<file path="src/rtl/regfile_mp_pkg.sv">
// Shared defaults and helpers for the multi-port register file and its scoreboard.
package regfile_mp_pkg;

   localparam int XLEN_DEF      = 32;
   localparam int REG_COUNT_DEF = 8;
   localparam int IDX_W_DEF     = $clog2(REG_COUNT_DEF);

   typedef logic [IDX_W_DEF-1:0] idx_t;

   // busy_count must be able to hold REG_COUNT itself, hence the +1.
   function automatic int cnt_width(input int reg_count);
      return $clog2(reg_count + 1);
   endfunction

endpackage

</file>
<file path="src/rtl/regfile_mp_if.sv">
// Decode/issue and writeback bus of the register file: read, write, alloc and flush groups.
interface regfile_mp_if
   import regfile_mp_pkg::*;
#(
   parameter int XLEN      = XLEN_DEF,
   parameter int REG_COUNT = REG_COUNT_DEF,
   parameter int NUM_RD    = 2,
   parameter int NUM_WR    = 1
) ();

   localparam int IDX_W = $clog2(REG_COUNT);
   localparam int CNT_W = cnt_width(REG_COUNT);

   logic [NUM_RD-1:0][IDX_W-1:0] rd_idx;
   logic [NUM_RD-1:0][XLEN-1:0]  rd_data;
   logic [NUM_RD-1:0]            rd_busy;

   logic [NUM_WR-1:0]            wr_en;
   logic [NUM_WR-1:0][IDX_W-1:0] wr_idx;
   logic [NUM_WR-1:0][XLEN-1:0]  wr_data;

   logic                         alloc_en;
   logic [IDX_W-1:0]             alloc_idx;
   logic                         alloc_ready;

   logic                         flush;
   logic [CNT_W-1:0]             busy_count;

   modport master (
      output rd_idx, wr_en, wr_idx, wr_data, alloc_en, alloc_idx, flush,
      input  rd_data, rd_busy, alloc_ready, busy_count
   );

   modport slave (
      input  rd_idx, wr_en, wr_idx, wr_data, alloc_en, alloc_idx, flush,
      output rd_data, rd_busy, alloc_ready, busy_count
   );

endinterface

</file>
<file path="src/rtl/regfile_mp_scoreboard.sv">
// Pending-write scoreboard: one busy bit per register, alloc acceptance, flush and a running count.
module rf_scoreboard
   import regfile_mp_pkg::*;
#(
   parameter int REG_COUNT = REG_COUNT_DEF,
   parameter int NUM_RD    = 2,
   parameter int NUM_WR    = 1,
   localparam int IDX_W    = $clog2(REG_COUNT),
   localparam int CNT_W    = cnt_width(REG_COUNT)
) (
   input  logic                         clk,
   input  logic                         rst_n,
   input  logic [NUM_WR-1:0]            wr_en,
   input  logic [NUM_WR-1:0][IDX_W-1:0] wr_idx,
   input  logic                         alloc_en,
   input  logic [IDX_W-1:0]             alloc_idx,
   input  logic                         flush,
   input  logic [NUM_RD-1:0][IDX_W-1:0] rd_idx,
   output logic [NUM_RD-1:0]            rd_busy,
   output logic                         alloc_ready,
   output logic [CNT_W-1:0]             busy_count
);

   logic [REG_COUNT-1:0] busy;
   logic [REG_COUNT-1:0] busy_nxt;
   logic [REG_COUNT-1:0] clr_mask;
   logic                 alloc_acc;
   logic [CNT_W-1:0]     count_nxt;

   function automatic logic [CNT_W-1:0] popcount(input logic [REG_COUNT-1:0] v);
      logic [CNT_W-1:0] n;
      n = '0;
      for (int i = 0; i < REG_COUNT; i++) begin
         n = n + CNT_W'(v[i]);
      end
      return n;
   endfunction

   // A mask rather than a per-port decrement, so two ports hitting one index clear it once.
   always_comb begin
      clr_mask = '0;
      for (int p = 0; p < NUM_WR; p++) begin
         if (wr_en[p] && (wr_idx[p] != '0)) begin
            clr_mask[wr_idx[p]] = 1'b1;
         end
      end
   end

   // Readiness looks only at stored busy: a same-cycle write does not enable a re-alloc.
   always_comb begin
      alloc_ready = (alloc_idx == '0) || !busy[alloc_idx];
      alloc_acc   = alloc_en && alloc_ready && (alloc_idx != '0);
   end

   always_comb begin
      busy_nxt = busy & ~clr_mask;
      if (alloc_acc) begin
         busy_nxt[alloc_idx] = 1'b1;
      end
      if (flush) begin
         busy_nxt = '0;
      end
      busy_nxt[0] = 1'b0;
   end

   // An accepted alloc targets a non-busy index, so it never overlaps the cleared set.
   always_comb begin
      if (flush) begin
         count_nxt = '0;
      end else begin
         count_nxt = busy_count + CNT_W'(alloc_acc) - popcount(busy & clr_mask);
      end
   end

   always_ff @(posedge clk or negedge rst_n) begin
      if (!rst_n) begin
         busy       <= '0;
         busy_count <= '0;
      end else begin
         busy       <= busy_nxt;
         busy_count <= count_nxt;
      end
   end

   always_comb begin
      for (int r = 0; r < NUM_RD; r++) begin
         rd_busy[r] = busy[rd_idx[r]];
      end
   end

endmodule

</file>
<file path="src/rtl/regfile_mp.sv">
// Multi-port integer register file with optional write-to-read bypass and pending-write scoreboard.
module regfile_mp
   import regfile_mp_pkg::*;
#(
   parameter int XLEN      = XLEN_DEF,
   parameter int REG_COUNT = REG_COUNT_DEF,
   parameter int NUM_RD    = 2,
   parameter int NUM_WR    = 1,
   parameter int BYPASS    = 1
) (
   input  logic          clk,
   input  logic          rst_n,
   regfile_mp_if.slave   bus
);

   localparam int IDX_W = $clog2(REG_COUNT);
   localparam int CNT_W = cnt_width(REG_COUNT);

   logic [XLEN-1:0]             regs [REG_COUNT];
   logic [NUM_RD-1:0]           sb_busy;
   logic [NUM_RD-1:0][XLEN-1:0] rd_data_c;
   logic [NUM_RD-1:0]           rd_busy_c;
   logic [CNT_W-1:0]            sb_count;
   logic                        sb_ready;

   rf_scoreboard #(
      .REG_COUNT (REG_COUNT),
      .NUM_RD    (NUM_RD),
      .NUM_WR    (NUM_WR)
   ) u_scoreboard (
      .clk         (clk),
      .rst_n       (rst_n),
      .wr_en       (bus.wr_en),
      .wr_idx      (bus.wr_idx),
      .alloc_en    (bus.alloc_en),
      .alloc_idx   (bus.alloc_idx),
      .flush       (bus.flush),
      .rd_idx      (bus.rd_idx),
      .rd_busy     (sb_busy),
      .alloc_ready (sb_ready),
      .busy_count  (sb_count)
   );

   // Ports are visited in ascending order so the highest matching port's assignment lands last.
   always_ff @(posedge clk or negedge rst_n) begin
      if (!rst_n) begin
         for (int i = 0; i < REG_COUNT; i++) begin
            regs[i] <= '0;
         end
      end else begin
         for (int p = 0; p < NUM_WR; p++) begin
            if (bus.wr_en[p] && (bus.wr_idx[p] != IDX_W'(0))) begin
               regs[bus.wr_idx[p]] <= bus.wr_data[p];
            end
         end
      end
   end

   always_comb begin
      for (int r = 0; r < NUM_RD; r++) begin
         rd_data_c[r] = regs[bus.rd_idx[r]];
         rd_busy_c[r] = sb_busy[r];
         if (BYPASS != 0) begin
            for (int p = 0; p < NUM_WR; p++) begin
               if (bus.wr_en[p] && (bus.wr_idx[p] == bus.rd_idx[r])) begin
                  rd_data_c[r] = bus.wr_data[p];
                  rd_busy_c[r] = 1'b0;
               end
            end
         end
         // x0 is forced last so a bypassed write to it can never leak through.
         if (bus.rd_idx[r] == IDX_W'(0)) begin
            rd_data_c[r] = '0;
            rd_busy_c[r] = 1'b0;
         end
      end
   end

   assign bus.rd_data     = rd_data_c;
   assign bus.rd_busy     = rd_busy_c;
   assign bus.alloc_ready = sb_ready;
   assign bus.busy_count  = sb_count;

endmodule

</file>
<file path="src/flat_wrapper.sv">
// flat-port wrapper written by rule: the top's interface ports become plain ports
module regfile_mp_flat import regfile_mp_pkg::*;
#(
   parameter int XLEN      = XLEN_DEF,
   parameter int REG_COUNT = REG_COUNT_DEF,
   parameter int NUM_RD    = 2,
   parameter int NUM_WR    = 1,
   parameter int BYPASS    = 1
)
  (clk, rst_n, bus_rd_idx, bus_wr_en, bus_wr_idx, bus_wr_data, bus_alloc_en, bus_alloc_idx, bus_flush, bus_rd_data, bus_rd_busy, bus_alloc_ready, bus_busy_count);
  regfile_mp_if #(.XLEN(XLEN), .REG_COUNT(REG_COUNT), .NUM_RD(NUM_RD), .NUM_WR(NUM_WR)) bus_i ();
  input  logic clk;
  input  logic rst_n;
  input wire logic [$bits(bus_i.rd_idx)-1:0] bus_rd_idx;
  input wire logic [$bits(bus_i.wr_en)-1:0] bus_wr_en;
  input wire logic [$bits(bus_i.wr_idx)-1:0] bus_wr_idx;
  input wire logic [$bits(bus_i.wr_data)-1:0] bus_wr_data;
  input wire logic [$bits(bus_i.alloc_en)-1:0] bus_alloc_en;
  input wire logic [$bits(bus_i.alloc_idx)-1:0] bus_alloc_idx;
  input wire logic [$bits(bus_i.flush)-1:0] bus_flush;
  output wire logic [$bits(bus_i.rd_data)-1:0] bus_rd_data;
  output wire logic [$bits(bus_i.rd_busy)-1:0] bus_rd_busy;
  output wire logic [$bits(bus_i.alloc_ready)-1:0] bus_alloc_ready;
  output wire logic [$bits(bus_i.busy_count)-1:0] bus_busy_count;
  assign bus_i.rd_idx = bus_rd_idx;
  assign bus_i.wr_en = bus_wr_en;
  assign bus_i.wr_idx = bus_wr_idx;
  assign bus_i.wr_data = bus_wr_data;
  assign bus_i.alloc_en = bus_alloc_en;
  assign bus_i.alloc_idx = bus_alloc_idx;
  assign bus_i.flush = bus_flush;
  assign bus_rd_data = bus_i.rd_data;
  assign bus_rd_busy = bus_i.rd_busy;
  assign bus_alloc_ready = bus_i.alloc_ready;
  assign bus_busy_count = bus_i.busy_count;
  regfile_mp #(.XLEN(XLEN), .REG_COUNT(REG_COUNT), .NUM_RD(NUM_RD), .NUM_WR(NUM_WR), .BYPASS(BYPASS)) u_core (.clk(clk), .rst_n(rst_n), .bus(bus_i));
endmodule
</file>
<file path="config.mk">
export PLATFORM = sky130hd
export DESIGN_NAME = regfile_mp_flat
export DESIGN_NICKNAME = d
export VERILOG_FILES = /design/src/rtl/regfile_mp_pkg.sv /design/src/rtl/regfile_mp_if.sv /design/src/rtl/regfile_mp_scoreboard.sv /design/src/rtl/regfile_mp.sv /design/src/flat_wrapper.sv
export SDC_FILE = /design/constraint.sdc
export NUM_CORES = 1
export LEC_CHECK = 0
export ABC_AREA = 1
export CAP_MARGIN = 20
export CELL_PAD_IN_SITES_DETAIL_PLACEMENT = 1
export CELL_PAD_IN_SITES_GLOBAL_PLACEMENT = 1
export CORE_UTILIZATION = 42
export DETAILED_ROUTE_END_ITERATION = 12
export PLACE_DENSITY = 0.76
export SETUP_SLACK_MARGIN = 0.5
export SLEW_MARGIN = 20
export SYNTH_ARGS = -nofsm -noshare
export SYNTH_HDL_FRONTEND = slang
export SYNTH_SLANG_ARGS = --single-unit
export TNS_END_PERCENT = 50
</file>
<file path="constraint.sdc">
create_clock -name clk -period 3.98 [get_ports clk]
set_input_delay 0.796 -clock clk [delete_from_list [all_inputs] [get_ports clk]]
set_output_delay 0.796 -clock clk [all_outputs]
set_load 0.005 [all_outputs]
</file>
---- Word-level counts from Yosys, hierarchy flattened ----
Index checks and enable logic that the tools add are counted.
cells by class
  add/sub/neg operators ................... 9
  $lt $le $gt $ge ......................... 10
  eq/ne operators ......................... 2
  mux-type cells .......................... 31
  bitwise operators ....................... 7
  reduce and logical (&&, ||, !) cells .... 15
operator list
  kind                                                         number
  2-to-1 mux 32 bit                                            9
  bitwise mux 256 bit                                          1
  binary-select mux 32 bit (select 3 bit)                      2
  demux 32 bit (select 3 bit)                                  1
  2-to-1 mux 8 bit                                             3
  adder 4 x 1 -> 4 bit                                         5
  bitwise AND 8 bit                                            2
  less-than comparator 3 x 4 -> 1 bit (second input constant)  4
  >= comparator 4 bit (second input constant)                  3
  inverter 3 -> 4 bit                                          3
  binary-select mux 1 bit (select 3 bit)                       3
  logical NOT 3 bit                                            3
  2-to-1 mux 1 bit                                             9
  logical AND 1 bit                                            8
  inverter 8 bit                                               1
  bitwise OR 8 bit                                             1
  demux 1 bit (select 3 bit)                                   2
  == test 3 bit                                                2
  >= comparator 3 x 1 -> 1 bit (second input constant)         2
  nonzero test 3 bit                                           2
  adder 3 x 1 -> 4 bit                                         1
  less-than comparator 4 x 1 -> 1 bit (second input constant)  1
  2-to-1 mux 4 bit                                             1
  subtractor 4 bit                                             1
  4 further kinds                                              4
storage, ports and cells
  bits in registers ....................... 267
  bits of input ports ..................... 49
  output and inout bits ................... 71
  logic and storage cells ................. 84

---- Longest topological paths before layout ----
  depth after elaboration ................. 15
  mapped depth ............................ 17
  mapped depth without buffers ............ 16

---- Modules after synthesis ----
From an unflattened synthesis, not the netlist that was laid out.
unflattened totals
  cell total of the unflattened synthesis .. 2280
  area total of the unflattened synthesis .. 14830.5 sq um
by module, submodules not included
  module         times used  cells each  area each (sq um)  sequential area each (sq um)
  regfile_mp     1           2146        13840.8            5605.4
  rf_scoreboard  1           134         989.7              275.3

---- Least setup slack after synthesis ----
Ideal clock, no wire load.
  path kind ............................... input-to-reg
  from .................................... in bus_wr_en
  to ...................................... reg u_core.u_scoreboard.busy_count[3]
  library setup time ...................... 119 ps
  arrival ................................. 3801 ps
  data required time ...................... 3861 ps
  slack ................................... 61 ps
  stages .................................. 16
  path buffers ............................ 0
  path through ............................ inv_1 -> nor2_1 -> inv_1 -> nor2_1 -> nand2_1 -> fa_1 -> inv_1 -> fa_1 -> fa_1 -> inv_1 -> fa_1 -> ha_1 -> ha_1 -> xnor2_1 -> a21oi_1 -> o21a_1
between the ends
  word-level cells in the longest chain between the ends .. 12
ends and longest elaborated chain
  what                                        RTL line                     text
  start, declared                             flat_wrapper.sv:15           input wire logic [$bits(bus_i.wr_en)-1:0] bus_wr_en;
  logical AND 1 bit *                         regfile_mp_scoreboard.sv:43  if (wr_en[p] && (wr_idx[p] != '0)) begin
  2-to-1 mux 8 bit *                          regfile_mp_scoreboard.sv:43
  bitwise AND 8 bit *                         regfile_mp_scoreboard.sv:71  count_nxt = busy_count + CNT_W'(alloc_acc) - popcount(busy & clr_mask);
  adder 1 x 1 -> 2 bit                        regfile_mp_scoreboard.sv:34  n = n + CNT_W'(v[i]);
  adder 2 x 1 -> 3 bit                        regfile_mp_scoreboard.sv:34
  adder 3 x 1 -> 4 bit                        regfile_mp_scoreboard.sv:34
  adder 4 x 1 -> 4 bit (3 in a row)           regfile_mp_scoreboard.sv:34
  adder 4 x 1 -> 4 bit *                      regfile_mp_scoreboard.sv:34
  subtractor 4 bit *                          regfile_mp_scoreboard.sv:71
  2-to-1 mux 4 bit *                          regfile_mp_scoreboard.sv:68  if (flush) begin
  named net u_core.u_scoreboard.count_nxt[3]  regfile_mp_scoreboard.sv:28  logic [CNT_W-1:0] count_nxt;
  end signal, assigned                        regfile_mp_scoreboard.sv:81  busy_count <= count_nxt;
  end, declared                               regfile_mp_scoreboard.sv:21  output logic [CNT_W-1:0] busy_count
The timed path passes the listed nets; every way through them passes the cells marked *.
A chain may end at the register's enable or synchronous reset.

---- Worst setup path after layout ----
  from .................................... in bus_wr_idx[1]
  to ...................................... out bus_rd_data[49]
between the ends
  word-level cells in the longest chain between the ends .. 4
ends and longest elaborated chain
  what               RTL line            text
  start, declared    flat_wrapper.sv:16  input wire logic [$bits(bus_i.wr_idx)-1:0] bus_wr_idx;
  == test 3 bit      regfile_mp.sv:65    if (bus.wr_en[p] && (bus.wr_idx[p] == bus.rd_idx[r])) begin
  logical AND 1 bit  regfile_mp.sv:65
  2-to-1 mux 32 bit  regfile_mp.sv:65
  2-to-1 mux 32 bit  regfile_mp.sv:72    if (bus.rd_idx[r] == IDX_W'(0)) begin
  end, declared      flat_wrapper.sv:21  output wire logic [$bits(bus_i.rd_data)-1:0] bus_rd_data;
No other way between the ends.

==> impl_results.md <==
- HPWL after DPL: 34.1 mm
- Outcome: completed
- Utilization after layout: 52.5%
- Sequential share of the synthesized area: 42.0%
- Commonest non-fill, non-tap cell in the layout: nand2_1
- P_leak: 0.00817 uW
- Reg2Reg Depth: 12
- Clock Pin Slew Worst Setup and Hold Paths: 0.06 ns
- Final GP Congestion: 0.836
- CTS tree: done
- Largest net degree at the start of global routing: 94
- Initial antenna violation count: 0
- Peak VDD IR: 0.000318 V
- Worst slew pin tran: 0.858 ns
- Synthesized area: 14000 sq um
- Antenna Violating Nets Remaining: 0
- Die Wd: 185 um
- First-pass GRT wire length: 88.1 mm
- FMAX: 0.284 GHz
- Power Density: 454 nW/um^2
- WL per Instance: 22.2 um
- Final wirelength: 57.2 mm
- Syn nets: 2087
- CP max stage cell: clkdlybuf4s50_1
- Via count: 14834
- TNS Setup: 0 ns
- Overflow after GRT: 0
- Synth Area in XOR/XNOR: 0.188%
- DR vias/cell: 5.76
- Min Tclk post-route: 3.52 ns
- Nets@finish: 2175
- Clk_lat worst skew: 0.55 ns
- Clk sink count: 235
- Tot Pwr: 7790 uW
- Layout cell share with drive strength beyond 1: 12.4%
- Critical path startpoint category: primary input
- Clk_skew: 0.00105 ns
- Hold-fix buffers at CTS: 0
- Antenna cells: 0
- Async SR Flop Fraction: 100%
- Core Region: 32700 sq um
- CP required: 3.18 ns
- Pins Over Slew Limit: 0
- Critical Path Sink Type: output pin
- Max Buffers Root-to-Sink: 3
- Setup Viol. Count Final: 0
- Mapped Avg Cell Area: 6.91 sq um
- Largest family of logic cells by synthesized area: simple AND/OR/NAND/NOR gates
- Primary FF master, synth: dfrtp_1
- Crit path depth: 8
- Critical Path AT: 2.72 ns
- Row count: 66
- Residual DRC: 0
- Synth Area in Simple Gates: 31.3%
- Worst path cell trace: clkdlybuf4s15_2, buf_4, xor2_1, a21oi_4, nand2_1, buf_12, a21oi_1, clkdlybuf4s50_1
- Netlist cell types: 33
- YS warnings: 0
- Filler cell count in the final layout: 4208
- CP top delay family: buffers and inverters
- Slew headroom: 42.8%
- Area delta synth->final: 22.6%
- Final Cycle Share: 88.4%
- Hold WC Path Type: primary input to async pin
- Root Driver: clkbuf_16
- Unrepaired setup endpoints after global routing: true
- Worst setup path class: primary input to output pin
- H-tree levels: 1
- DRT iter0 DRCs: 1076
- Final Hold Vio Count: 0
- Mux cell area share after synthesis: 0%
- Pre-antenna DRT Iters: 5
- Hold slack: 0.288 ns
- Die height: 185 um
- Synth Register Bits: 235
- Starting density of the core: 42.8%
- Synth Area in Adders: 1.43%
- EDFF count, synth: 0
- Vias in the first global route: 15494
- Worst-path fanout max: 18
- Commonest cells after routing, fill and taps aside: nand2_1 (585), o21ai_0 (348), nand3_1 (243)
- Post-synthesis compound-gate area fraction: 16.8%
- IO Pins: 120
- Die area: 34100 sq um
- Mapped Cells: 2025
- MaxCap Viol Count: 0
- Critical path's largest stage delay: 0.56 ns
- PortBufs: 119
- Total GRT Usage: 33.9%
- CTS buffer count: 29
- CP Buf/Inv Count: 4
## final cells by class
| class | count | area, sq um | area share (%) |
|---|---|---|---|
| well taps | 442 | 553 | 3.22 |
| multi-input cells | 1508 | 7130 | 41.6 |
| flip-flops and latches | 235 | 5880 | 34.3 |
| inverters | 136 | 539 | 3.14 |
| repair buffers | 203 | 2090 | 12.2 |
| clock buffers | 44 | 852 | 4.96 |
| clock inverters | 8 | 118 | 0.685 |
## where the power goes
part	switching, uW	total [uW]	internal, uW
sequential	325	3150	2830
clock	1080	2740	1660
combinational	1080	1900	814
total	2490	7790	5300
## stage by stage
stage | worst slack, ns | cell area [sq um] | cells
6_report | 0.461 | 17200 | 2576
5_1_grt | 0.365 | 17200 | 2576
4_1_cts | 0.494 | 17000 | 2573
3_5_place_dp | -0.605 | 16000 | 2518
3_3_place_gp | -0.535 | 16000 | 2518
2_1_floorplan | 0.174 | 14000 | 2025
## what timing repair did
| action | in CTS | in global routing |
|---|---|---|
| buffers inserted | 3 | 1 |
| gates resized for setup | 37 | 25 |
| pin swaps | 13 | 6 |
| endpoints found under the setup margin | 69 | 61 |
| cloned | 0 | 2 |
## cells by family after synthesis
logic type,Yosys count
and+or+nand+nor,1027
AOI/OAI and AO/OA,465
buffers and inverters,282
DFF,235
adders and majority gates,13
xor gates and xnor gates,3
## state kept, by name, summed over array words and instances, names as in the netlist
signal / cells
u_core.regs: 224
u_core.u_scoreboard.busy: 7
u_core.u_scoreboard.busy_count: 4
## worst reg2reg max path, stage by stage (launching register included)
cell and delay (ns):
dfrtp_1 0.46, nand2_2 0.09, fa_2 0.39, inv_2 0.07, fa_1 0.44, fa_2 0.36, inv_2 0.07, fa_1 0.45
ha_4 0.25, ha_4 0.16, xnor2_2 0.18, a21oi_2 0.07, o21a_1 0.12
## worst paths after layout
path	from	end	slack, ns
max	bus_wr_idx[1]	bus_rd_data[49]	0.46
max in group asynchronous	rst_n	u_core.regs[138]	2.79
max reg2reg	u_core.u_scoreboard.busy[6]	u_core.u_scoreboard.busy_count[3]	0.77
min reg2reg	u_core.regs[131]	u_core.regs[131]	0.49
min in group clk	u_core.regs[131]	u_core.regs[131]	0.49
min	rst_n	u_core.regs[198]	0.29
## synthesized netlist by cell type, types with 2 or more instances
cell type	number	area share, %
a21oi_1	85	3.0
a21oi_2	2	0.13
buf_1	13	0.35
buf_2	55	2.0
buf_4	7	0.38
clkbuf_1	70	1.9
dfrtp_1	235	42
fa_1	5	0.72
ha_1	8	0.72
inv_1	128	3.4
inv_2	7	0.19
nand2_1	592	16
nand2_2	2	0.089
nand3_1	245	8.8
nor2_1	106	2.8
nor3_1	4	0.14
o21ai_0	348	12
o21ai_1	18	0.64
o22ai_1	7	0.31
o31ai_1	2	0.11
or2_2	73	3.3
xor2_1	2	0.13
## per-layer routing
layer	GRT usage [%]	routed length (um)	vias to the layer above
met3	4.21	3420	124
li1	-	-	6767
met1	44.0	24300	7422
met2	57.6	27400	521
met4	12.3	2010	0
met5	0	0	-
Power figures use the tool's default switching activity.
